$ cat src/rtl/bcd_pkg.sv
// Shared constants, state encoding and digit check for the BCD-to-binary converter.
package bcd_pkg;

  localparam int BCD_NIBBLE_W  = 4;
  localparam int BCD_MAX_DIGIT = 9;
  localparam int DD_ADJ        = 3;

  typedef enum logic [1:0] {
    S_IDLE = 2'd0,
    S_CONV = 2'd1,
    S_DONE = 2'd2,
    S_ERR  = 2'd3
  } state_t;

  function automatic logic bcd_valid(input logic [BCD_NIBBLE_W-1:0] nibble);
    return nibble <= BCD_NIBBLE_W'(BCD_MAX_DIGIT);
  endfunction

endpackage

$ cat src/rtl/bcd_to_binary_seq_if.sv
// start/busy/done handshake bundle between a BCD source and the converter.
interface bcd_to_binary_seq_if #(
  parameter int DIGITS = 4,
  parameter int BIN_W  = 14
);
  logic                  start;
  logic [4*DIGITS-1:0]   bcd_in;
  logic                  busy;
  logic                  done;
  logic                  err;
  logic [BIN_W-1:0]      bin_out;

  modport master (output start, bcd_in, input busy, done, err, bin_out);
  modport slave  (input start, bcd_in, output busy, done, err, bin_out);
endinterface

$ cat src/rtl/bcd_nibble_adj.sv
// Reverse double-dabble digit correction: a shifted nibble of 8 or more loses 3.
module bcd_nibble_adj
  import bcd_pkg::*;
(
  input  logic [BCD_NIBBLE_W-1:0] nibble,
  output logic [BCD_NIBBLE_W-1:0] adjusted
);

  assign adjusted = (nibble >= BCD_NIBBLE_W'(8)) ? (nibble - BCD_NIBBLE_W'(DD_ADJ)) : nibble;

endmodule

$ cat src/rtl/bcd_to_binary_seq.sv
// Sequential packed-BCD to binary converter, one right shift per clock.
// Invalid digits short-circuit to a one-cycle error result.
module bcd_to_binary_seq
  import bcd_pkg::*;
#(
  parameter int DIGITS = 4,
  parameter int BIN_W  = 14
) (
  input  logic             clk,
  input  logic             rst,
  bcd_to_binary_seq_if.slave bus
);

  localparam int NB    = BCD_NIBBLE_W * DIGITS;
  localparam int CNT_W = $clog2(NB + 1);
  localparam logic [CNT_W-1:0] LAST_CNT = CNT_W'(NB - 1);

  state_t             state_r;
  logic [CNT_W-1:0]   cnt_r;
  logic [NB-1:0]      bcd_r;
  logic [NB-1:0]      bin_r;
  logic               busy_r;
  logic               done_r;
  logic               err_r;
  logic [BIN_W-1:0]   bin_out_r;

  logic [2*NB-1:0]    cat_s;
  logic [NB-1:0]      bcd_adj_s;
  logic [NB-1:0]      bin_next_s;
  logic               all_valid_s;

  assign cat_s      = {bcd_r, bin_r} >> 1;
  assign bin_next_s = cat_s[NB-1:0];

  for (genvar d = 0; d < DIGITS; d++) begin : g_adj
    bcd_nibble_adj u_adj (
      .nibble   (cat_s[NB + BCD_NIBBLE_W*d +: BCD_NIBBLE_W]),
      .adjusted (bcd_adj_s[BCD_NIBBLE_W*d +: BCD_NIBBLE_W])
    );
  end

  // Whole-word digit check on the incoming operand.
  always_comb begin
    all_valid_s = 1'b1;
    for (int d = 0; d < DIGITS; d++) begin
      all_valid_s = all_valid_s & bcd_valid(bus.bcd_in[BCD_NIBBLE_W*d +: BCD_NIBBLE_W]);
    end
  end

  // Control FSM, shift datapath and registered handshake outputs.
  always_ff @(posedge clk) begin
    if (rst) begin
      state_r   <= S_IDLE;
      cnt_r     <= '0;
      bcd_r     <= '0;
      bin_r     <= '0;
      busy_r    <= 1'b0;
      done_r    <= 1'b0;
      err_r     <= 1'b0;
      bin_out_r <= '0;
    end else begin
      case (state_r)
        // DONE and ERR accept a new start exactly like IDLE, so jobs run back to back.
        S_IDLE, S_DONE, S_ERR: begin
          cnt_r <= '0;
          if (bus.start) begin
            bcd_r <= bus.bcd_in;
            bin_r <= '0;
            if (all_valid_s) begin
              state_r <= S_CONV;
              busy_r  <= 1'b1;
              done_r  <= 1'b0;
              err_r   <= 1'b0;
            end else begin
              state_r   <= S_ERR;
              busy_r    <= 1'b0;
              done_r    <= 1'b1;
              err_r     <= 1'b1;
              bin_out_r <= '0;
            end
          end else begin
            state_r <= S_IDLE;
            busy_r  <= 1'b0;
            done_r  <= 1'b0;
            err_r   <= 1'b0;
          end
        end
        S_CONV: begin
          bcd_r <= bcd_adj_s;
          bin_r <= bin_next_s;
          cnt_r <= cnt_r + CNT_W'(1);
          if (cnt_r == LAST_CNT) begin
            state_r   <= S_DONE;
            busy_r    <= 1'b0;
            done_r    <= 1'b1;
            err_r     <= 1'b0;
            bin_out_r <= bin_next_s[BIN_W-1:0];
          end else begin
            state_r <= S_CONV;
            busy_r  <= 1'b1;
            done_r  <= 1'b0;
            err_r   <= 1'b0;
          end
        end
        default: begin
          state_r <= S_IDLE;
          busy_r  <= 1'b0;
          done_r  <= 1'b0;
          err_r   <= 1'b0;
        end
      endcase
    end
  end

  assign bus.busy    = busy_r;
  assign bus.done    = done_r;
  assign bus.err     = err_r;
  assign bus.bin_out = bin_out_r;

endmodule

$ cat src/flat_wrapper.sv
// flat-port wrapper written by rule: the top's interface ports become plain ports
module bcd_to_binary_seq_flat import bcd_pkg::*;
#(
  parameter int DIGITS = 4,
  parameter int BIN_W  = 14
)
  (clk, rst, bus_start, bus_bcd_in, bus_busy, bus_done, bus_err, bus_bin_out);
  bcd_to_binary_seq_if #(.DIGITS(DIGITS), .BIN_W(BIN_W)) bus_i ();
  input  logic clk;
  input  logic rst;
  input wire logic [$bits(bus_i.start)-1:0] bus_start;
  input wire logic [$bits(bus_i.bcd_in)-1:0] bus_bcd_in;
  output wire logic [$bits(bus_i.busy)-1:0] bus_busy;
  output wire logic [$bits(bus_i.done)-1:0] bus_done;
  output wire logic [$bits(bus_i.err)-1:0] bus_err;
  output wire logic [$bits(bus_i.bin_out)-1:0] bus_bin_out;
  assign bus_i.start = bus_start;
  assign bus_i.bcd_in = bus_bcd_in;
  assign bus_busy = bus_i.busy;
  assign bus_done = bus_i.done;
  assign bus_err = bus_i.err;
  assign bus_bin_out = bus_i.bin_out;
  bcd_to_binary_seq #(.DIGITS(DIGITS), .BIN_W(BIN_W)) u_core (.clk(clk), .rst(rst), .bus(bus_i));
endmodule
$ cat config.mk
export PLATFORM = sky130hd
export DESIGN_NAME = bcd_to_binary_seq_flat
export DESIGN_NICKNAME = d
export VERILOG_FILES = /design/src/rtl/bcd_pkg.sv /design/src/rtl/bcd_to_binary_seq_if.sv /design/src/rtl/bcd_nibble_adj.sv /design/src/rtl/bcd_to_binary_seq.sv /design/src/flat_wrapper.sv
export SDC_FILE = /design/constraint.sdc
export NUM_CORES = 1
export LEC_CHECK = 0
export ABC_AREA = 1
export CAP_MARGIN = 30
export CORE_MARGIN = 2
export CORE_UTILIZATION = 55
export DETAILED_ROUTE_END_ITERATION = 10
export PLACE_DENSITY_LB_ADDON = 0.25
export SLEW_MARGIN = 40
export SYNTH_ARGS = -nofsm -noshare
export SYNTH_HDL_FRONTEND = slang
export SYNTH_SLANG_ARGS = --single-unit
export TNS_END_PERCENT = 5
$ cat constraint.sdc
create_clock -name clk -period 2.7 [get_ports clk]
set_input_delay 0.54 -clock clk [delete_from_list [all_inputs] [get_ports clk]]
set_output_delay 0.54 -clock clk [all_outputs]
set_load 0.1 [all_outputs]
==> impl_metrics.ini <==
[power]
p_clk_share_pct = 34.9
p_leak_nw = 1.190
power_frac_seq_pct = 52.0
power_frac_comb_pct = 13.1
p_int_w = 0.001169
p_switching_w = 0.0004331
swShare_pct = 27.03
power_density_mw_per_mm2 = 568.6
power_w = 0.001602
ir_worst_vdd_uv = 366.9

[logic_synthesis]
synthTopCellsByArea = dfxtp_1, nand2_1, a21oi_1
syn_nets = 337
synthCells = 310
synth_cell_type_count = 26
synth_area_mm2 = 0.002396
synth_warnings = 0
yosys_register_bits = 54
ys_seq_area_share_pct = 45.12
netlist.area_leader.share_pct = 45.12
avgSynthCellArea_um2 = 7.729
yosys.area.top_type = dfxtp_1

[cells_and_area]
fin_area_mm2 = 0.002818
area_growth_pct = 17.60
diodes = 0
fillers = 380
drive_gt1_share_pct = 11.76
final_nets = 366
final_util_pct = 66.08

[placed_design]
place_area_mm2 = 0.002701
io_buffers = 35
gp_congestion = 0.7528
hpwl_um = 3380

[run]
cap_violations = 0

[worst_setup_path]
r2r.worst_path.cells = 7
cp_max_fo = 24
required_ns = 2.97
worstSetupPathType = reg -> reg
crit_path_end_kind = register
cp.arrival_ns = 1.93
worstSetupStartpointType = register

[routing]
num_vias = 2063
route.detailed.drc = 0
drt_iter0_drc = 124
drtAntennaViolNets = 0
wl_um = 4953
dr.pass1.iters = 4
vias_per_cell = 5.263
detail_route.wl_per_cell_um = 12.64

[clock_network]
cts_resized = 0
clock-root-buffer = clkbuf_8
cts_tree = yes
clockBufferDepth = 2
clkTransAtPathRegs_ns = 0.10
cts_setup_buffers = 0
cts_buffers = 5
htreeDepth = 2
cts_sinks = 54
ctsHoldBuffers = 0
clkLatencyLatePin_ns = 0.31

[global_routing]
grt_max_degree = 35
grt_pass1_wl_um = 8107
antenna_found_initial = 0
track_usage_pct = 20.80
grt_pass1_vias = 1862
grt_overflow = 0

[run_status]
status = finished clean

[floorplan]
die_w_um = 70.01
initial_core_util_pct = 56.19
io_pins = 36
rows = 24
die_area_mm2 = 0.004901
core_mm2 = 0.004264
dieHeight_um = 70.01

[sta]
whs_ns = 0.4592
slew-limit-headroom_pct = 70.83
final_max_slew_viol_count = 0
hold_viol_final = 0
finalClockSkew_ns = 0.009119
period_share_pct = 61.73
setup_viol = 0
fmax_ghz = 0.6000
tightestPinTransition_ns = 0.4369
grt_setup_unrepaired = false
setup_tns_ns = 0
period_needed_ns = 1.667

[hold_path]
holdPathStages = 1
hold_class = reg -> reg
## sequential cells by signal (all words and copies together) (netlist names)
name,cells
u_core.bus.busy,1
u_core.bin_r,15
u_core.bus.bin_out,14
u_core.bus.err,1
u_core.cnt_r,5
u_core.bcd_r,16
u_core.state_r,2
## cell usage after synthesis
cell type and count:
o22ai_1 1, a31oi_1 5, o32ai_1 1, buf_6 2
nor3b_1 1, o21ai_1 3, nand3b_1 13, o211ai_1 7
clkbuf_1 4, inv_1 33, ha_1 8, buf_4 1
o21ai_0 9, dfxtp_1 54, nor3_1 3, o221ai_1 4
nand3_1 14, nand2_2 3, a21oi_1 25, nor2_1 16
inv_2 4, buf_2 9, nand2_4 3, nor2_2 2
nand2_1 72, nand4_1 13
## stage by stage
stage                     worst slack (ns)  std cells
after global routing                0.8647        392
final                                1.033        392
after CTS                            1.021        392
after floorplan                     0.9085        310
after global placement              0.7436        384
after detailed placement            0.7438        384
## layer usage
| metal | global-route usage (%) | vias to the layer above | share of wire (%) |
|---|---|---|---|
| met2 | 34.81 | 30 | 48 |
| met4 | 6.838 | 0 | 0.69 |
| li1 | - | 1088 | - |
| met5 | 0 | - | 0 |
| met3 | 6.349 | 4 | 4.1 |
| met1 | 25.53 | 941 | 47 |
## worst max-delay path, cell delays in order, from the launching register on
cell and delay, ns:
dfxtp_1 0.33, inv_2 0.06, nand2_4 0.11, inv_2 0.37, nand2_2 0.32, nand2_4 0.24, nand3b_1 0.10, nand2_1 0.06
## power by group through the flow
| stage | registers (W) | logic, W | clock network (W) |
|---|---|---|---|
| 6_report | 0.000833 | 0.000210 | 0.000559 |
| 3_5_place_dp | 0.000852 | 0.000210 | 0 |
| 2_1_floorplan | 0.000878 | 0.000126 | 0 |
| 5_1_grt | 0.000836 | 0.000231 | 0.000601 |
| 3_3_place_gp | 0.000851 | 0.000208 | 0 |
| 4_1_cts | 0.000833 | 0.000211 | 0.000571 |
## cells in the final DEF, fill, tap and decap left out
cell              n
nor3b_1           1
o32ai_1           1
nor2_2            2
clkinv_4          1
clkdlybuf4s50_1  18
clkbuf_8          5
inv_2             4
buf_4            20
nand2_1          72
nor2_1           16
o21ai_1           3
nand3_1          14
inv_6             1
nand2_2           3
nand3b_1         13
inv_1            33
ha_1              8
nand2_4           3
nor3_1            3
o211ai_1          7
a31oi_1           5
o221ai_1          4
bufinv_16         1
nand4_1          13
o21ai_0           9
a21oi_1          25
dfxtp_1          54
o22ai_1           1
## kinds of logic after synthesis
kind of cell	Yosys count	share of synthesized area [%]
flops	54	45.12
simple gates	140	27.83
fa+ha+maj	8	4.178
compound gates	55	13.32
buf+inv	53	9.556
## final timing paths
check	startpoint	to	slack, ns
worst max-delay path	u_core.state_r[1]	u_core.bus.bin_out[12]	1.03
worst min-delay path	u_core.cnt_r[0]	u_core.cnt_r[0]	0.46
worst max register to register	u_core.state_r[1]	u_core.bus.bin_out[12]	1.03
worst min register to register	u_core.cnt_r[0]	u_core.cnt_r[0]	0.46
## layout make-up
cell class | count | area (µm²) | share of cell area, %
inverter | 37 | 138.9 | 4.929
multi-input combinational | 203 | 1086 | 38.54
tap | 52 | 65.06 | 2.309
sequential | 54 | 1081 | 38.37
timing repair buffer | 38 | 330.3 | 11.72
clock inverter | 3 | 47.55 | 1.687
clock buffer | 5 | 68.82 | 2.442
(Power assumes the default switching activity.)
